<file path="src/rtl/aesha3_host_pkg.sv">
// Shared types and constants for the AES/SHA3 host-side initiator.
// Byte helpers pick bytes MSB-first from 128-bit fields.
package aesha3_host_pkg;

  typedef enum logic [2:0] {
    IDLE,
    SEND_KEY,
    WAIT_KEY,
    SEND_MSG,
    COLLECT,
    DONE
  } state_t;

  localparam int unsigned SALT_BYTES   = 16;
  localparam int unsigned PW_BYTES     = 16;
  localparam int unsigned MSG_BYTES    = 16;
  localparam int unsigned CIPHER_BYTES = 16;
  localparam int unsigned MAC_BYTES    = 32;

  function automatic logic [7:0] byte_at(input logic [127:0] v, input logic [3:0] idx);
    logic [127:0] s;
    s = v << {idx, 3'b000};
    return s[127:120];
  endfunction

  // {start, data} for key-phase byte idx: salt, then pw up to len, then idle padding.
  function automatic logic [8:0] key_byte(input logic [127:0] salt, input logic [127:0] pw,
                                          input logic [4:0] len, input logic [5:0] idx);
    if (idx < 6'(SALT_BYTES))
      return {1'b1, byte_at(salt, idx[3:0])};
    else if (idx < 6'(SALT_BYTES + PW_BYTES) && {1'b0, idx[3:0]} < len)
      return {1'b1, byte_at(pw, idx[3:0])};
    else
      return 9'h000;
  endfunction

endpackage

</file>
<file path="src/rtl/aesha3_rx_shift.sv">
// Byte deserialiser: each enabled byte enters at the top, so the first
// received byte ends up at [7:0] once WIDTH/8 bytes have arrived.
module aesha3_rx_shift #(
  parameter int unsigned WIDTH = 128
) (
  input  logic             clk,
  input  logic             rst,
  input  logic             clr,
  input  logic             en,
  input  logic [7:0]       din,
  output logic [WIDTH-1:0] q
);

  always_ff @(posedge clk or posedge rst) begin
    if (rst)
      q <= '0;
    else if (clr)
      q <= '0;
    else if (en)
      q <= {din, q[WIDTH-1:8]};
  end

endmodule

</file>
<file path="src/rtl/aesha3_host_ctrl.sv">
// Host-side initiator for the AES/SHA3 byte-serial engine port.
// Optional wait-state timeout: define AESHA3_HOST_TIMEOUT_EN.
module aesha3_host_ctrl
  import aesha3_host_pkg::*;
#(
  parameter int unsigned TIMEOUT_CYCLES = 4096
) (
  input  logic         clk,
  input  logic         rst,
  input  logic         cmd_valid,
  output logic         cmd_ready,
  input  logic [127:0] cmd_salt,
  input  logic [127:0] cmd_pw,
  input  logic [4:0]   cmd_pw_len,
  input  logic [127:0] cmd_msg,
  input  logic         cmd_mode,
  output logic [7:0]   eng_data,
  output logic         eng_start,
  output logic         eng_mode,
  input  logic [7:0]   eng_rdata,
  input  logic         eng_rvalid,
  input  logic         eng_ien,
  output logic         res_valid,
  input  logic         res_ready,
  output logic [127:0] res_cipher,
  output logic [255:0] res_mac,
  output logic         res_err
);

  state_t       state;
  logic [5:0]   cnt;
  logic [127:0] salt_r, pw_r, msg_r;
  logic [4:0]   pw_len_r;
  logic         accept, shift_c, shift_m, timeout;
  logic [8:0]   nxt_key;

  always_comb begin
    accept  = (state == IDLE) && cmd_valid;
    shift_c = (state == COLLECT) && eng_rvalid && (cnt < 6'(CIPHER_BYTES));
    shift_m = (state == COLLECT) && eng_rvalid && (cnt >= 6'(CIPHER_BYTES));
    nxt_key = key_byte(salt_r, pw_r, pw_len_r, cnt + 6'd1);
  end

  // Outputs are registered, so each state drives the byte for the next cycle.
  always_ff @(posedge clk or posedge rst) begin
    if (rst) begin
      state     <= IDLE;
      cnt       <= '0;
      salt_r    <= '0;
      pw_r      <= '0;
      msg_r     <= '0;
      pw_len_r  <= '0;
      cmd_ready <= 1'b1;
      eng_start <= 1'b0;
      eng_data  <= '0;
      eng_mode  <= 1'b0;
      res_valid <= 1'b0;
    end else begin
      case (state)
        IDLE: if (cmd_valid) begin
          salt_r    <= cmd_salt;
          pw_r      <= cmd_pw;
          pw_len_r  <= (cmd_pw_len > 5'd16) ? 5'd16 : cmd_pw_len;
          msg_r     <= cmd_msg;
          eng_mode  <= cmd_mode;
          cnt       <= '0;
          cmd_ready <= 1'b0;
          eng_start <= 1'b1;
          eng_data  <= cmd_salt[127:120];
          state     <= SEND_KEY;
        end
        SEND_KEY: begin
          if (cnt == 6'(SALT_BYTES + PW_BYTES - 1)) begin
            eng_start <= 1'b0;
            eng_data  <= '0;
            state     <= WAIT_KEY;
          end else begin
            cnt                   <= cnt + 6'd1;
            {eng_start, eng_data} <= nxt_key;
          end
        end
        WAIT_KEY: begin
          if (!eng_ien) begin
            cnt       <= '0;
            eng_start <= 1'b1;
            eng_data  <= msg_r[127:120];
            state     <= SEND_MSG;
          end else if (timeout) begin
            res_valid <= 1'b1;
            state     <= DONE;
          end
        end
        SEND_MSG: begin
          if (cnt == 6'(MSG_BYTES - 1)) begin
            cnt       <= '0;
            eng_start <= 1'b0;
            eng_data  <= '0;
            state     <= COLLECT;
          end else begin
            cnt      <= cnt + 6'd1;
            eng_data <= byte_at(msg_r, cnt[3:0] + 4'd1);
          end
        end
        COLLECT: begin
          if (eng_rvalid)
            cnt <= cnt + 6'd1;
          if ((eng_rvalid && cnt == 6'(CIPHER_BYTES + MAC_BYTES - 1)) || timeout) begin
            res_valid <= 1'b1;
            state     <= DONE;
          end
        end
        DONE: if (res_ready) begin
          res_valid <= 1'b0;
          cmd_ready <= 1'b1;
          state     <= IDLE;
        end
        default: state <= IDLE;
      endcase
    end
  end

  aesha3_rx_shift #(.WIDTH(8 * CIPHER_BYTES)) u_cipher (
    .clk(clk), .rst(rst), .clr(accept), .en(shift_c), .din(eng_rdata), .q(res_cipher)
  );

  aesha3_rx_shift #(.WIDTH(8 * MAC_BYTES)) u_mac (
    .clk(clk), .rst(rst), .clr(accept), .en(shift_m), .din(eng_rdata), .q(res_mac)
  );

`ifdef AESHA3_HOST_TIMEOUT_EN
  localparam int unsigned WW = $clog2(TIMEOUT_CYCLES + 1);
  logic [WW-1:0] wait_cnt;

  // Both wait states are only entered from non-wait states, so clearing
  // outside them is the same as clearing on entry.
  always_ff @(posedge clk or posedge rst) begin
    if (rst)
      wait_cnt <= '0;
    else if (state == WAIT_KEY || state == COLLECT)
      wait_cnt <= wait_cnt + WW'(1);
    else
      wait_cnt <= '0;
  end

  always_comb
    timeout = (state == WAIT_KEY || state == COLLECT) && (wait_cnt == WW'(TIMEOUT_CYCLES - 1));

  always_ff @(posedge clk or posedge rst) begin
    if (rst)
      res_err <= 1'b0;
    else if (accept)
      res_err <= 1'b0;
    else if (timeout)
      res_err <= 1'b1;
  end
`else
  always_comb timeout = 1'b0;
  always_comb res_err = 1'b0;
`endif

endmodule

</file>
<file path="config.mk">
export PLATFORM = sky130hd
export DESIGN_NAME = aesha3_host_ctrl
export DESIGN_NICKNAME = d
export VERILOG_FILES = /design/src/rtl/aesha3_host_pkg.sv /design/src/rtl/aesha3_rx_shift.sv /design/src/rtl/aesha3_host_ctrl.sv
export SDC_FILE = /design/constraint.sdc
export NUM_CORES = 2
export LEC_CHECK = 0
export ABC_AREA = 1
export BUFFER_PORTS_ARGS = -buffer_cell sky130_fd_sc_hd__buf_4
export CAP_MARGIN = 20
export CORE_AREA = 5 5 312 314
export CTS_CLUSTER_DIAMETER = 60
export DETAILED_ROUTE_END_ITERATION = 16
export DIE_AREA = 0 0 317 319
export HOLD_SLACK_MARGIN = 0.15
export SYNTH_ARGS = -nofsm -noshare
export SYNTH_HDL_FRONTEND = slang
export SYNTH_HIERARCHICAL = 1
export SYNTH_SLANG_ARGS = --single-unit
</file>
<file path="constraint.sdc">
create_clock -name clk -period 13.4 [get_ports clk]
set_clock_uncertainty 0.15 [all_clocks]
set_input_delay 0.67 -clock clk [delete_from_list [all_inputs] [get_ports clk]]
set_output_delay 0.67 -clock clk [all_outputs]
set_load 0.05 [all_outputs]
</file>
# ---- After elaboration in Yosys (flattened, before gate mapping)
# Cells that the tools add are included.
dict set report totals {
  memories 0
  register_bits 794
  latchBits 0
  mem_bits_ro 0
  output_inout_bits 397
  word_cells 96
  ramBits 0
}
dict set report op_classes {
  mux 36
  reduce_logical 20
  n_addsub 2
  mul 0
  shift 3
  n_eq_ne 16
  div_mod_pow 0
  n_bitwise 0
  magnitude_cmp 6
}
# operator count
set op_table {}
lappend op_table {{two-way mux 256 bit} 2}
lappend op_table {{left shift 128 x 7 -> 128 bit} 3}
lappend op_table {{two-way mux 128 bit} 2}
lappend op_table {{two-way mux 8 bit} 4}
lappend op_table {{one-hot mux 8 bit (4 select lines)} 1}
lappend op_table {{two-way mux 6 bit} 5}
lappend op_table {{one-hot mux 6 bit (5 select lines)} 1}
lappend op_table {{two-way mux 3 bit} 6}
lappend op_table {{two-way mux 9 bit} 2}
lappend op_table {{one-hot mux 3 bit (6 select lines)} 1}
lappend op_table {{!= test 2 bit, second input constant} 7}
lappend op_table {{< comparator 6 x 5 -> 1 bit, second input constant} 2}
lappend op_table {{AND reduction 3 bit} 3}
lappend op_table {{two-way mux 1 bit} 8}
lappend op_table {{nonzero test 2 bit} 4}
lappend op_table {{adder 6 x 1 -> 6 bit, second input constant} 1}
lappend op_table {{equality test 3 x 2 -> 1 bit, second input constant} 2}
lappend op_table {{equality test 3 bit, second input constant} 2}
lappend op_table {{equality test 6 x 4 -> 1 bit, second input constant} 1}
lappend op_table {{equality test 6 x 5 -> 1 bit, second input constant} 1}
lappend op_table {{equality test 6 bit, second input constant} 1}
lappend op_table {{greater-or-equal comparator 6 x 5 -> 1 bit, second input constant} 1}
lappend op_table {{logical AND 1 bit} 6}
lappend op_table {{< comparator 6 bit, second input constant} 1}
lappend op_table {{15 further kinds} 16}

# ---- Logic depth before layout (Yosys ltp)
dict set report logic_depth {
  ltp_word 7
  depth_mapped 18
  ltp_nobuf 16
}

# ---- Cells and area by module
# The synthesis kept the hierarchy.
# module cells_per_inst area_per_inst_um2 n_inst
set by_module_without_submodules {}
lappend by_module_without_submodules {aesha3_host_ctrl 2671 19645.1 1}
lappend by_module_without_submodules {{aesha3_rx_shift (u_mac)} 1112 10387.5 1}
lappend by_module_without_submodules {{aesha3_rx_shift (u_cipher)} 557 5033.6 1}

# ---- Worst setup path before layout
# Ideal clock, no wire load.
dict set report synth_timing {
  path_kind {reg2reg}
  from {register cnt[1]}
  to {register eng_data[0]}
  path_buffers 1
  period_less_slack_ns 2.327
  required_ns 13.184
  t_arrival_ns 2.111
  path_slack_ns 11.073
  setup_ns 0.066
  stages_incl_launch_ff 18
  cell_sequence {dfrtp_1 -> ha_1 -> nand2_1 -> clkinv_1 -> nor2_1 -> buf_2 -> ha_1 -> nand2_1 -> inv_1 -> nand3_1 -> nand3_1 -> nor2_1 -> nand2_2 -> o21ai_1 -> nand2_1 -> nand2_1 -> nand2_1 -> nand2_1}
}
dict set report synth_via {
  elab_chain_len 7
}
# item line_no
set synth_lines {}
lappend synth_lines {{start: declaration} aesha3_host_ctrl.sv:31} ;# logic [5:0] cnt;
lappend synth_lines {{start signal: assignment} aesha3_host_ctrl.sv:78} ;# cnt <= cnt + 6'd1;
lappend synth_lines {{start signal: assignment} aesha3_host_ctrl.sv:100} ;# cnt <= cnt + 6'd1;
lappend synth_lines {{start signal: assignment} aesha3_host_ctrl.sv:106} ;# cnt <= cnt + 6'd1;
lappend synth_lines {{branches (longest 6 deep; another with adder 6 x 1 -> 6 bit)} n/a}
lappend synth_lines {{one-hot mux 8 bit (4 select lines) *} aesha3_host_ctrl.sv:59} ;# case (state)
lappend synth_lines {{end signal: assignment} aesha3_host_ctrl.sv:69} ;# eng_data <= cmd_salt[127:120];
lappend synth_lines {{end signal: assignment} aesha3_host_ctrl.sv:79} ;# {eng_start, eng_data} <= nxt_key;
lappend synth_lines {{end signal: assignment} aesha3_host_ctrl.sv:86} ;# eng_data <= msg_r[127:120];
lappend synth_lines {{end: declaration} aesha3_host_ctrl.sv:17} ;# output logic [7:0] eng_data,
# Every way passes the cells marked *.
# A chain may end at the register's enable or synchronous reset.

# ---- Worst setup path after layout
dict set report layout_timing {
  from {register state[0]}
  to {register pw_len_r[0]}
}
dict set report layout_via {
  elab_chain_len 2
}
# item line_no
set layout_lines {}
lappend layout_lines {{start: declaration} aesha3_host_ctrl.sv:30} ;# state_t state;
lappend layout_lines {{start signal: assignment} aesha3_host_ctrl.sv:47} ;# state <= IDLE;
lappend layout_lines {{start signal: assignment} aesha3_host_ctrl.sv:70} ;# state <= SEND_KEY;
lappend layout_lines {{start signal: assignment} aesha3_host_ctrl.sv:76} ;# state <= WAIT_KEY;
lappend layout_lines {{zero test 3 bit} aesha3_host_ctrl.sv:59}
lappend layout_lines {{AND reduction 2 bit (no source line)} n/a}
lappend layout_lines {{end signal: assignment} aesha3_host_ctrl.sv:63} ;# pw_len_r <= (cmd_pw_len > 5'd16) ? 5'd16 : cmd_pw_len;
lappend layout_lines {{end: declaration} aesha3_host_ctrl.sv:33} ;# logic [4:0] pw_len_r;
# Every way passes these cells.

==> out/results.tsv <==
stage	metric	value	unit
floorplan	Core Rows	113	
timing	Slew HR	0.216	
timing	final setup fails	0	
grt	number of global-route vias before repair	32500	
pwr	Switching Fraction	0.388	
route	WL/cell	20.4	microns
timing	FMAX	204	MHz
final_layout	Layout area overhead	38.3	%
setup_path	CP startpoint kind	register	
cts	Worst-path clk slew	0.06	ns
floorplan	IO Pins	801	
worst_hold_path	hold crit path type	in -> reg	
setup_path	Worst EP required	13.84	ns
route	Post-Route WL	137000	microns
final_layout	Reg area	0.0199	sq mm
placement	placer congestion estimate	0.895	
floorplan	area of the core	0.0943	sq mm
timing	Worst Tran Pin Value	1.18	ns
pwr	Comb power frac	0.345	
pwr	Static Leak	0.0262	uW
synth	synth top area cells	dfrtp_1 57%, nand2_1 24%, nand3_1 9.7%	
pwr	Flop pwr share	0.362	
cts	Gates resized, CTS repair	0	
synth	register area share after synthesis	0.567	
placement	hpwl dp	91900	microns
final_layout	layout cells sized above 1	0.188	
run	Max Cap Violations	0	
setup_path	worst reg-to-reg setup slack	8.51	ns
final_layout	area of the multi-input gates	0.0131	sq mm
setup_path	RR Startpoint	state[0]	
worst_hold_path	hold depth	3	
floorplan	Die Wd	317	microns
setup_path	Worst setup EP type	register	
route	Routed Antenna Nets	0	
timing	RSZ-0062 raised after global routing	false	
floorplan	die height	319	microns
cts	CTS tree	yes	
timing	Hold Slack	0.202	ns
pwr	Net Sw Power	3530	uW
run_status	outcome	finished, final reports clean	
route	drt drc	0	
timing	crit share post-route	0.365	
timing	crit path time final	4.89	ns
setup_path	Critical R2R Capture	pw_len_r[0]	
grt	first-pass GRT wire length	205000	microns
route	number of DRC markers in iteration 0	3281	
timing	Fin. Hold Viols	0	
setup_path	R2R cell count	9	
pwr	clock share of power	0.293	
grt	largest net degree at the start of global routing	232	
synth	largest area contributor in the netlist	dfrtp_1	
worst_hold_path	worst hold start	cmd_salt[120]	
synth	yosys warns	6	
floorplan	Starting Density	0.372	
final_layout	Final Net Count	5775	
cts	clk buf depth	3	
route	First-pass DRT Iterations	6	
cts	clk_lat worst skew	0.65	ns
pwr	P per Cell Area	188	mW/mm^2
timing	setup TNS	0	ns
synth	Synth top area share	0.566	
timing	Pins Over Slew Limit	0	
final_layout	Fillers	8902	
synth	Netlist Area Pre-Place	0.0351	sq mm
setup_path	CP arrival	5.33	ns
cts	CTS root buffer	clkbuf_16	
grt	gr ovfl total	0	
cts	clock buffer count from CTS	93	
route	vias per cell	4.95	
setup_path	Setup Crit Path Kind	reg -> reg	
worst_hold_path	Hold EP	salt_r[120]	
grt	antenna violations before repair	15	
synth	Syn Nets	4748	
floorplan	full die area	0.101	sq mm
cts	htree depth	3	
synth	Yosys reg bits	794	
grt	total track usage	0.263	
synth	mean area per synthesized cell	8.08	sq um
pwr	cell internal pwr	5570	uW
synth	Syn Inst Count	4340	
placement	port bufs	799	
pwr	VDD IR max	0.201	mV
route	Vias	33300	
setup_path	CP max FO	98	
cts	sink count of the clock tree	794	
synth	Synth cell types	32	
-- area by class of cell --
class                           instances  area share
Clock buffer                          126      0.0558
Sequential cell                       794       0.410
Inverter                               97     0.00826
Clock inverter                         44      0.0109
Multi-Input combinational cell       3155       0.271
Timing Repair Buffer                 1226       0.211
Tap cell                             1265      0.0326
Antenna cell                           12    0.000619
-- power by group through the flow --
stage | logic, uW | clock network, uW | registers, uW
6_report | 3140 | 2660 | 3290
5_1_grt | 3510 | 2830 | 3360
4_1_cts | 3130 | 2720 | 3280
3_5_place_dp | 3030 | 0 | 3320
3_3_place_gp | 3000 | 0 | 3310
2_1_floorplan | 2080 | 0 | 3360
-- layout by cell type (no fill, tap or decap), types with 3 or more instances in the layout --
master         count
o22ai_1            4
clkinv_2          20
ha_1               3
clkinvlp_4         8
clkbuf_1          10
inv_4              3
nand2_1         2207
nor2_1            83
o21ai_1           43
nor2_4             3
nand2_2            4
a21oi_1           19
dfrtp_1          792
bufinv_16         10
clkbuf_8          21
nand3_1          681
inv_8              3
dlygate4sd3_1    392
diode_2           12
o211ai_1          25
inv_1             84
o21ai_0           64
nor3_1             4
buf_4            830
clkbuf_16         95
inv_2              3
inv_6              5
-- per-stage QoR --
step,power [uW],util,instances,area (sq um),worst slack [ns]
after floorplan,5450,-,4340,35100,1.17
after global placement,6310,0.437,6143,41300,8.98
after detailed placement,6340,0.437,6143,41300,8.95
after CTS,9130,0.513,6705,48400,8.51
after global routing,9690,0.514,6718,48500,8.22
final,9100,0.514,6719,48500,8.51
-- sequential cells by signal, indices dropped and copies added, names as in the netlist --
name and cells:
msg_r 128, cnt 6, salt_r 128, eng_data 8, eng_start 1, cmd_ready 1, pw_r 128, pw_len_r 5
state 3, eng_mode 1, u_mac/q 256, u_cipher/q 128, res_valid 1
-- synthesized netlist by cell type (all sizes together) --
| library cell | instances |
|---|---|
| nor4 | 1 |
| o22ai | 4 |
| nand4 | 2 |
| ha | 4 |
| o21ai | 108 |
| inv | 95 |
| dfrtp | 793 |
| nand3 | 681 |
| clkinv | 2 |
| nor2 | 88 |
| dfstp | 1 |
| o41ai | 1 |
| conb | 1 |
| clkbuf | 58 |
| nand2 | 2211 |
| nor3 | 8 |
| a31oi | 1 |
| a21oi | 19 |
| o211ai | 25 |
| buf | 236 |
| mux2i | 1 |
-- cell families (layout without fill, tap and decap cells) --
logic type | Yosys count | in the layout | share of synthesized area
compound gates | 158 | 158 | 0.0247
fa+ha+maj | 4 | 4 | 0.00143
buf+inv | 391 | 1493 | 0.0602
flops | 794 | 794 | 0.567
mux | 1 | 1 | 0.000285
other cells | 1 | 13 | 0.000107
simple gates | 2991 | 2991 | 0.347
-- critical path, cell delays in order, from the launching register on --
cell,delay [ns]
dfrtp_1,0.43
nor2_2,0.43
inv_2,0.10
nor3_4,0.37
buf_4,0.75
buf_4,0.78
buf_4,0.92
nand3_1,0.14
dlygate4sd3_1,0.60
nand2_1,0.06
-- routing by layer --
metal | share of wire | GRT usage | vias to the layer above
li1 | - | - | 15800
met1 | 0.41 | 0.347 | 15900
met2 | 0.45 | 0.403 | 1192
met3 | 0.068 | 0.0570 | 340
met4 | 0.066 | 0.151 | 6
met5 | 0.00026 | 0 | -
-- worst max-delay path by stage --
stage | startpoint | endpoint | slack (ns) | depth (start not counted)
floorplan | rst | cnt[0] | 1.17 | 1
global placement | cnt[0] | eng_data[1] | 8.98 | 13
detailed placement | state[0] | u_mac/q[244] | 8.95 | 10
CTS | state[0] | pw_len_r[0] | 8.51 | 9
global route | state[0] | pw_len_r[0] | 8.22 | 9
finish | state[0] | pw_len_r[0] | 8.51 | 9
-- repair_timing --
| item | 4_1_cts | 5_1_grt |
|---|---|---|
| buffers inserted | 0 | 0 |
| hold buffers | 392 | 0 |
| endpoints found under the hold margin | 623 | 0 |
No activity file was read; power rests on OpenSTA's default activity.
